<file path="src/rtl/cpu_pkg.sv">
// Shared CPU definitions: fetch FSM states, datapath widths, the AD
// branch-offset field layout and opcodes shared with the control unit.
package cpu_pkg;

  localparam int unsigned WORD_W    = 16;
  localparam int unsigned CPU_OFF_W = 6;

  // AD = {IR[8:6], IR[2:0]}
  localparam int unsigned AD_HI_MSB = 8;
  localparam int unsigned AD_HI_LSB = 6;
  localparam int unsigned AD_LO_MSB = 2;
  localparam int unsigned AD_LO_LSB = 0;

  // Opcode family constants (IR[15:9]) decoded by the control unit
  localparam logic [6:0] OP_BRZ = 7'b1011100;
  localparam logic [6:0] OP_BRN = 7'b1011110;
  localparam logic [6:0] OP_JMP = 7'b1110000;

  typedef enum logic [1:0] {
    FETCH = 2'd0,
    HOLD  = 2'd1,
    HALT  = 2'd2
  } fetch_state_t;

  // Extract the AD branch-offset field from an instruction word
  function automatic logic [CPU_OFF_W-1:0] ad_field(input logic [WORD_W-1:0] ir);
    return {ir[AD_HI_MSB:AD_HI_LSB], ir[AD_LO_MSB:AD_LO_LSB]};
  endfunction

endpackage

</file>
<file path="src/rtl/pc_next.sv">
// Combinational next-PC selection: increment after a fetch, or on ack the
// jump target / sign-extended branch / unchanged PC, jump having priority.
module pc_next
  import cpu_pkg::*;
#(
  parameter int unsigned OFF_W = CPU_OFF_W
) (
  input  logic [WORD_W-1:0] pc,
  input  logic              fetch_done,
  input  logic              redirect_en,
  input  logic              jmp_take,
  input  logic [WORD_W-1:0] jmp_addr,
  input  logic              br_take,
  input  logic [OFF_W-1:0]  br_off,
  output logic [WORD_W-1:0] next_pc
);

  logic [WORD_W-1:0] br_ext;

  // Priority mux: fetch increment, then jump over branch on redirect
  always_comb begin
    br_ext  = {{(WORD_W-OFF_W){br_off[OFF_W-1]}}, br_off};
    next_pc = pc;
    if (fetch_done) begin
      next_pc = pc + WORD_W'(1);
    end else if (redirect_en) begin
      if (jmp_take) begin
        next_pc = jmp_addr;
      end else if (br_take) begin
        next_pc = pc + br_ext;
      end
    end
  end

endmodule

</file>
<file path="src/rtl/instr_fetch_unit.sv">
// Instruction fetch stage: PC, memory read handshake and IR hand-off to the
// control unit, with branch/jump redirects accepted in the ack cycle.
module instr_fetch_unit
  import cpu_pkg::*;
#(
  parameter logic [15:0] RESET_PC = 16'h0000,
  parameter int unsigned OFF_W    = CPU_OFF_W
) (
  input  logic              clock,
  input  logic              reset,
  output logic [15:0]       mem_addr,
  output logic              mem_rd,
  input  logic [15:0]       mem_rdata,
  input  logic              mem_ready,
  output logic [15:0]       IR,
  output logic              ir_valid,
  input  logic              ir_ack,
  input  logic              br_take,
  input  logic [OFF_W-1:0]  br_off,
  input  logic              jmp_take,
  input  logic [15:0]       jmp_addr,
  input  logic              halt,
  output logic [15:0]       pc
);

  fetch_state_t state;
  logic [15:0]  pc_q;
  logic [15:0]  ir_q;
  logic [15:0]  npc;
  logic         fetch_done;
  logic         redirect_en;

  assign fetch_done  = (state == FETCH) && mem_ready;
  assign redirect_en = (state == HOLD) && ir_ack;

  pc_next #(
    .OFF_W(OFF_W)
  ) u_pc_next (
    .pc         (pc_q),
    .fetch_done (fetch_done),
    .redirect_en(redirect_en),
    .jmp_take   (jmp_take),
    .jmp_addr   (jmp_addr),
    .br_take    (br_take),
    .br_off     (br_off),
    .next_pc    (npc)
  );

  // Fetch FSM with PC and IR registers
  always_ff @(posedge clock) begin
    if (!reset) begin
      state <= FETCH;
      pc_q  <= RESET_PC;
      ir_q  <= '0;
    end else begin
      case (state)
        FETCH: begin
          if (mem_ready) begin
            ir_q  <= mem_rdata;
            pc_q  <= npc;
            state <= HOLD;
          end
        end
        HOLD: begin
          if (ir_ack) begin
            pc_q  <= npc;
            state <= halt ? HALT : FETCH;
          end
        end
        HALT: begin
        end
        default: state <= FETCH;
      endcase
    end
  end

  // Strobes are gated while reset is held so nothing is requested or offered
  assign mem_rd   = reset && (state == FETCH);
  assign ir_valid = reset && (state == HOLD);
  assign mem_addr = pc_q;
  assign pc       = pc_q;
  assign IR       = ir_q;

endmodule

</file>
<file path="config.mk">
export PLATFORM = sky130hd
export DESIGN_NAME = instr_fetch_unit
export DESIGN_NICKNAME = d
export VERILOG_FILES = /design/src/rtl/cpu_pkg.sv /design/src/rtl/pc_next.sv /design/src/rtl/instr_fetch_unit.sv
export SDC_FILE = /design/constraint.sdc
export NUM_CORES = 1
export LEC_CHECK = 0
export BUFFER_PORTS_ARGS = -buffer_cell sky130_fd_sc_hd__buf_2
export CORE_MARGIN = 2
export CORE_UTILIZATION = 45
export DETAILED_ROUTE_END_ITERATION = 10
export GPL_TIMING_DRIVEN = 0
export PLACE_DENSITY = 0.74
export SETUP_SLACK_MARGIN = 0.02
export SLEW_MARGIN = 20
export SYNTH_ARGS = -nofsm -noshare
export SYNTH_HDL_FRONTEND = slang
export SYNTH_SLANG_ARGS = --single-unit
</file>
<file path="constraint.sdc">
create_clock -name clock -period 6.05 [get_ports clock]
set_clock_uncertainty 0.15 [all_clocks]
set_input_delay 0.9075 -clock clock [delete_from_list [all_inputs] [get_ports clock]]
set_output_delay 0.9075 -clock clock [all_outputs]
set_load 0.1 [all_outputs]
</file>
======== Yosys cells after proc, flatten, opt, wreduce, memory -nomap -nowiden ========
Index checks and enable logic that the tools add are counted.
W data, S select, Z words.
operators by class
  add/sub/neg operators ................... 2
  equal/unequal tests ..................... 4
  mux-type cells .......................... 11
  bitwise logic cells ..................... 1
  reduce and logical (&&, ||, !) cells .... 9
operators by type and width
  operator                 count
  $mux W16                 6
  $pmux W16 S2             1
  $add A16 B1 Y16 const B  1
  $add A16 B16 Y16         1
  $mux W2                  3
  $pmux W2 S3              1
  $reduce_and A3 Y1        2
  $logic_and A1 B1 Y1      4
  $ne A2 B2 Y1 const B     2
  $eq A2 B1 Y1 const B     1
  $eq A2 B2 Y1 const B     1
  $logic_not A2 Y1         1
  $reduce_and A2 Y1        1
  $reduce_bool A2 Y1       1
  $not A1 Y1               1
word-level totals
  register bits after elaboration ......... 34
  input bits .............................. 45
  output and inout bits ................... 50

======== Depth between registers and ports, before layout ========
  depth in word-level cells ............... 7
  gate-level depth with buffers ........... 9
  gate-level depth less buffers ........... 9

======== Modules after synthesis ========
Synthesis repeated with hierarchy kept, for this count alone.
unflattened totals
  cells, all modules ...................... 410
  area total of the unflattened synthesis .. 3188.1 um^2
modules (own cells, without submodules)
  module            times used  cells each  area an instance (um^2)
  pc_next           1           240         1667.8
  instr_fetch_unit  1           170         1520.2

======== Worst setup path before layout ========
OpenSTA, ideal clock, no wires.
  path kind ............................... in2out
  start ................................... input reset
  end ..................................... output mem_rd
  arrival time ............................ 3.375 ns
  required time ........................... 4.992 ns
  slack ................................... 1.617 ns
  cell stages on the path ................. 2
  path buffers ............................ 1
  path through ............................ clkbuf_1 > nor3b_1
between the ends
  cells in the longest elaborated chain, start to end .. 1
ends and longest elaborated chain
  what                 RTL line                RTL
  start, declared      instr_fetch_unit.sv:10  input logic reset,
  $logic_and A1 B1 Y1  instr_fetch_unit.sv:78  assign mem_rd = reset && (state == FETCH);
  end, declared        instr_fetch_unit.sv:12  output logic mem_rd,
Every way passes these cells.

======== Final worst setup path ========
Ends and elaborated chain as after synthesis.

==> flow_metrics.py <==
metrics = {
    "run_status": {
        "status": "finished, final reports clean",
    },
    "worst_hold_path": {
        "hold_start": "IR[15]",
        "hold_end": "IR[15]",
        "hold_path_depth": 2,
        "hp-class": "reg2reg",
    },
    "clock_tree": {
        "post_cts_buffers": 0,
        "cts_sinks": 34,
        "root_buffer": "clkbuf_8",
        "cts.path.max_buffers": 2,
        "h-tree-depth": 2,
        "cts_made_buffers": 5,
        "cts_resized": 0,
        "clk_pin_slew_ns": 0.06,
        "cts_tree": "built",
        "postCtsHoldBufs": 0,
        "clock_latency_ns": 0.29,
    },
    "synth": {
        "ys_seq_area_share_pct": 25.9,
        "synth_ff_type": "dfxtp_1",
        "synth-seq-cells": 34,
        "ys_warn_count": 0,
        "postSynthCellCount": 340,
        "synth_top_family_by_area": "compound AO/OA/AOI/OAI gates",
        "synth_edf_count": 0,
        "synth_top_area_share_pct": 25.9,
        "synth-simple-area-share_pct": 22.0,
        "synth_mux_area_share_pct": 1.90,
        "synthAdderAreaFrac_pct": 8.37,
        "synth_compound_area_share_pct": 28.4,
        "synth_xor_area_share_pct": 5.32,
        "avgSynthCellArea_um2": 7.74,
        "ys_types": 59,
        "syn-num-nets": 402,
        "yosysTopAreaCell": "dfxtp_1",
        "async_flop_share_pct": 0,
        "synth_area_um2": 2630,
        "synth_area_leaders": "dfxtp_1, nand2_1, ha_1, a21boi_0, a21oi_1",
    },
    "timing": {
        "period_needed_ns": 3.24,
        "slew_violations": 0,
        "worstMarginPinSlew_ns": 0.722,
        "setup_viol": 0,
        "max_freq_mhz": 308,
        "hold_viol": 0,
        "slew-limit-headroom_pct": 51.5,
        "fin_crit_sh_pct": 53.6,
        "rsz0062_at_grt": "no",
        "fin_tns_setup_ns": 0,
    },
    "power": {
        "p_per_area_nw_per_um2": 272,
        "leakage_nw": 1.57,
        "vdd_drop_max_mv": 0.185,
    },
    "global_route": {
        "grt_pass1_vias": 2521,
        "track_usage_pct": 24.0,
        "grt_max_degree": 12,
        "grt_first_pass_wirelength_um": 12100,
        "grt-ovfl-total": 0,
        "grtUsageMet2_pct": 40.1,
        "antenna_found_initial": 0,
        "use_met3_pct": 3.82,
        "grt.busiest_layer": "met2",
        "grt_util_met1_pct": 31.9,
    },
    "finish": {
        "drive_gt1_share_pct": 31.1,
        "final_common_cell": "buf_2",
        "final_core_utilization_pct": 58.8,
        "nets": 502,
        "diodes": 0,
        "fill_cells": 542,
        "syn_to_final_growth_pct": 24.6,
        "mostFrequentLayoutCells": "buf_2, nand2_1, dfxtp_1, a21oi_1, o21ai_0",
    },
    "die": {
        "start_util_pct": 47.2,
        "io_pins": 95,
        "die-area_um2": 6480,
        "chipWidth_um": 80.5,
        "core_area_um2": 5570,
        "rows": 27,
        "fp.dieH_um": 80.5,
    },
    "worst_setup_path": {
        "r2r_end": "mem_addr[14]",
        "end_kind": "primary output",
        "crit_fanout": 10,
        "worstRegToRegCells": 9,
        "criticalPathCategory": "in2out",
        "cp.arrival_ns": 2.19,
        "cp_data_required_time_ns": 4.99,
        "setup.worst_path.start": "reset",
        "crit_path_start_kind": "primary input",
        "regToRegSetupSlack_ns": 3.47,
        "rr_startpoint": "mem_addr[0]",
    },
    "routing": {
        "postRouteAntennaNets": 0,
        "wirelength_um": 7500,
        "drc": 0,
        "vias": 2796,
        "drt_iter0_drc": 127,
        "wl_per_cell_um": 14.6,
        "viasPerCell": 5.45,
        "firstDrtPassIters": 5,
    },
    "placement": {
        "gp_congestion": 0.893,
        "numPortBuffers": 93,
        "dp_hpwl_um": 5750,
    },
    "job": {
        "drv_cap": 0,
    },
}
## Yosys cell counts (2+ instances only)
| cell type | count |
|---|---|
| a21o_1 | 6 |
| and4_1 | 2 |
| nor2b_1 | 3 |
| nand3_1 | 15 |
| nand3b_1 | 2 |
| o21ai_1 | 3 |
| nand4_1 | 5 |
| buf_4 | 16 |
| nand2_1 | 54 |
| inv_1 | 3 |
| xor2_1 | 6 |
| and3_1 | 5 |
| dfxtp_1 | 34 |
| and2_1 | 4 |
| or2_2 | 2 |
| xnor2_1 | 10 |
| clkbuf_1 | 6 |
| o21ai_0 | 23 |
| a31oi_1 | 5 |
| ha_1 | 16 |
| nor3_1 | 4 |
| a21boi_0 | 20 |
| buf_2 | 10 |
| mux2i_1 | 5 |
| a21oi_1 | 26 |
| a31oi_2 | 2 |
| nand2b_1 | 3 |
| buf_1 | 2 |
| nor2_1 | 12 |
| o211ai_1 | 4 |
| o221ai_1 | 2 |
| a22oi_1 | 3 |
## final cells by class
class	count	area, um^2	area share [%]
Buffer	35	205	6.26
Multi-Input combinational cell	268	1740	52.9
Timing Repair Buffer	93	465	14.2
Clock buffer	7	86.3	2.63
Inverter	3	11.3	0.343
Sequential cell	34	681	20.8
Clock inverter	1	5.00	0.153
Tap cell	72	90.1	2.75
## power by group
part | internal (mW) | switching (mW) | total, mW | leakage [nW]
Combinational | 0.115 | 0.333 | 0.447 | 1.25
Clock | 0.0917 | 0.0817 | 0.173 | 0.0482
Sequential | 0.243 | 0.0281 | 0.271 | 0.279
Total | 0.449 | 0.442 | 0.891 | 1.57
## state kept, by name (all words and copies together), names as in the netlist
signal and count:
IR 16, state 2, mem_addr 16
## worst max-delay path by stage
stage | end | slack, ns
final | mem_rd | 2.81
after global routing | mem_rd | 2.74
after CTS | mem_rd | 2.83
after detailed placement | mem_rd | 2.85
after global placement | mem_rd | 2.84
after floorplan | mem_rd | 1.62
## logic make-up after synthesis
family                     count (synthesis)
xor gates and xnor gates                  16
DFF                                       34
adders and majority gates                 17
AOI/OAI and AO/OA                        112
and+or+nand+nor                          118
buffers and inverters                     38
muxes                                      5
## metrics by stage
step	setup slack [ns]	hold slack, ns	instances	power (mW)	instance area [um^2]
final	2.81	0.312	513	0.891	3280
after detailed placement	2.85	0.305	505	0.721	3190
after global routing	2.74	0.335	513	0.938	3280
after CTS	2.83	0.315	513	0.895	3280
after floorplan	1.62	0.437	340	0.636	2630
after global placement	2.84	0.298	505	0.718	3190
## per-layer routing
metal,wire (um),vias to the layer above
met4,121,0
met1,3430,1264
li1,-,1414
met3,514,11
met2,3440,107
met5,0,-
## critical path, cell delays in order
cell and delay [ns]:
buf_2 0.11, clkbuf_1 0.42, nor3b_1 0.28, buf_2 0.47
Note: power is estimated with default switching activity, not from simulation.
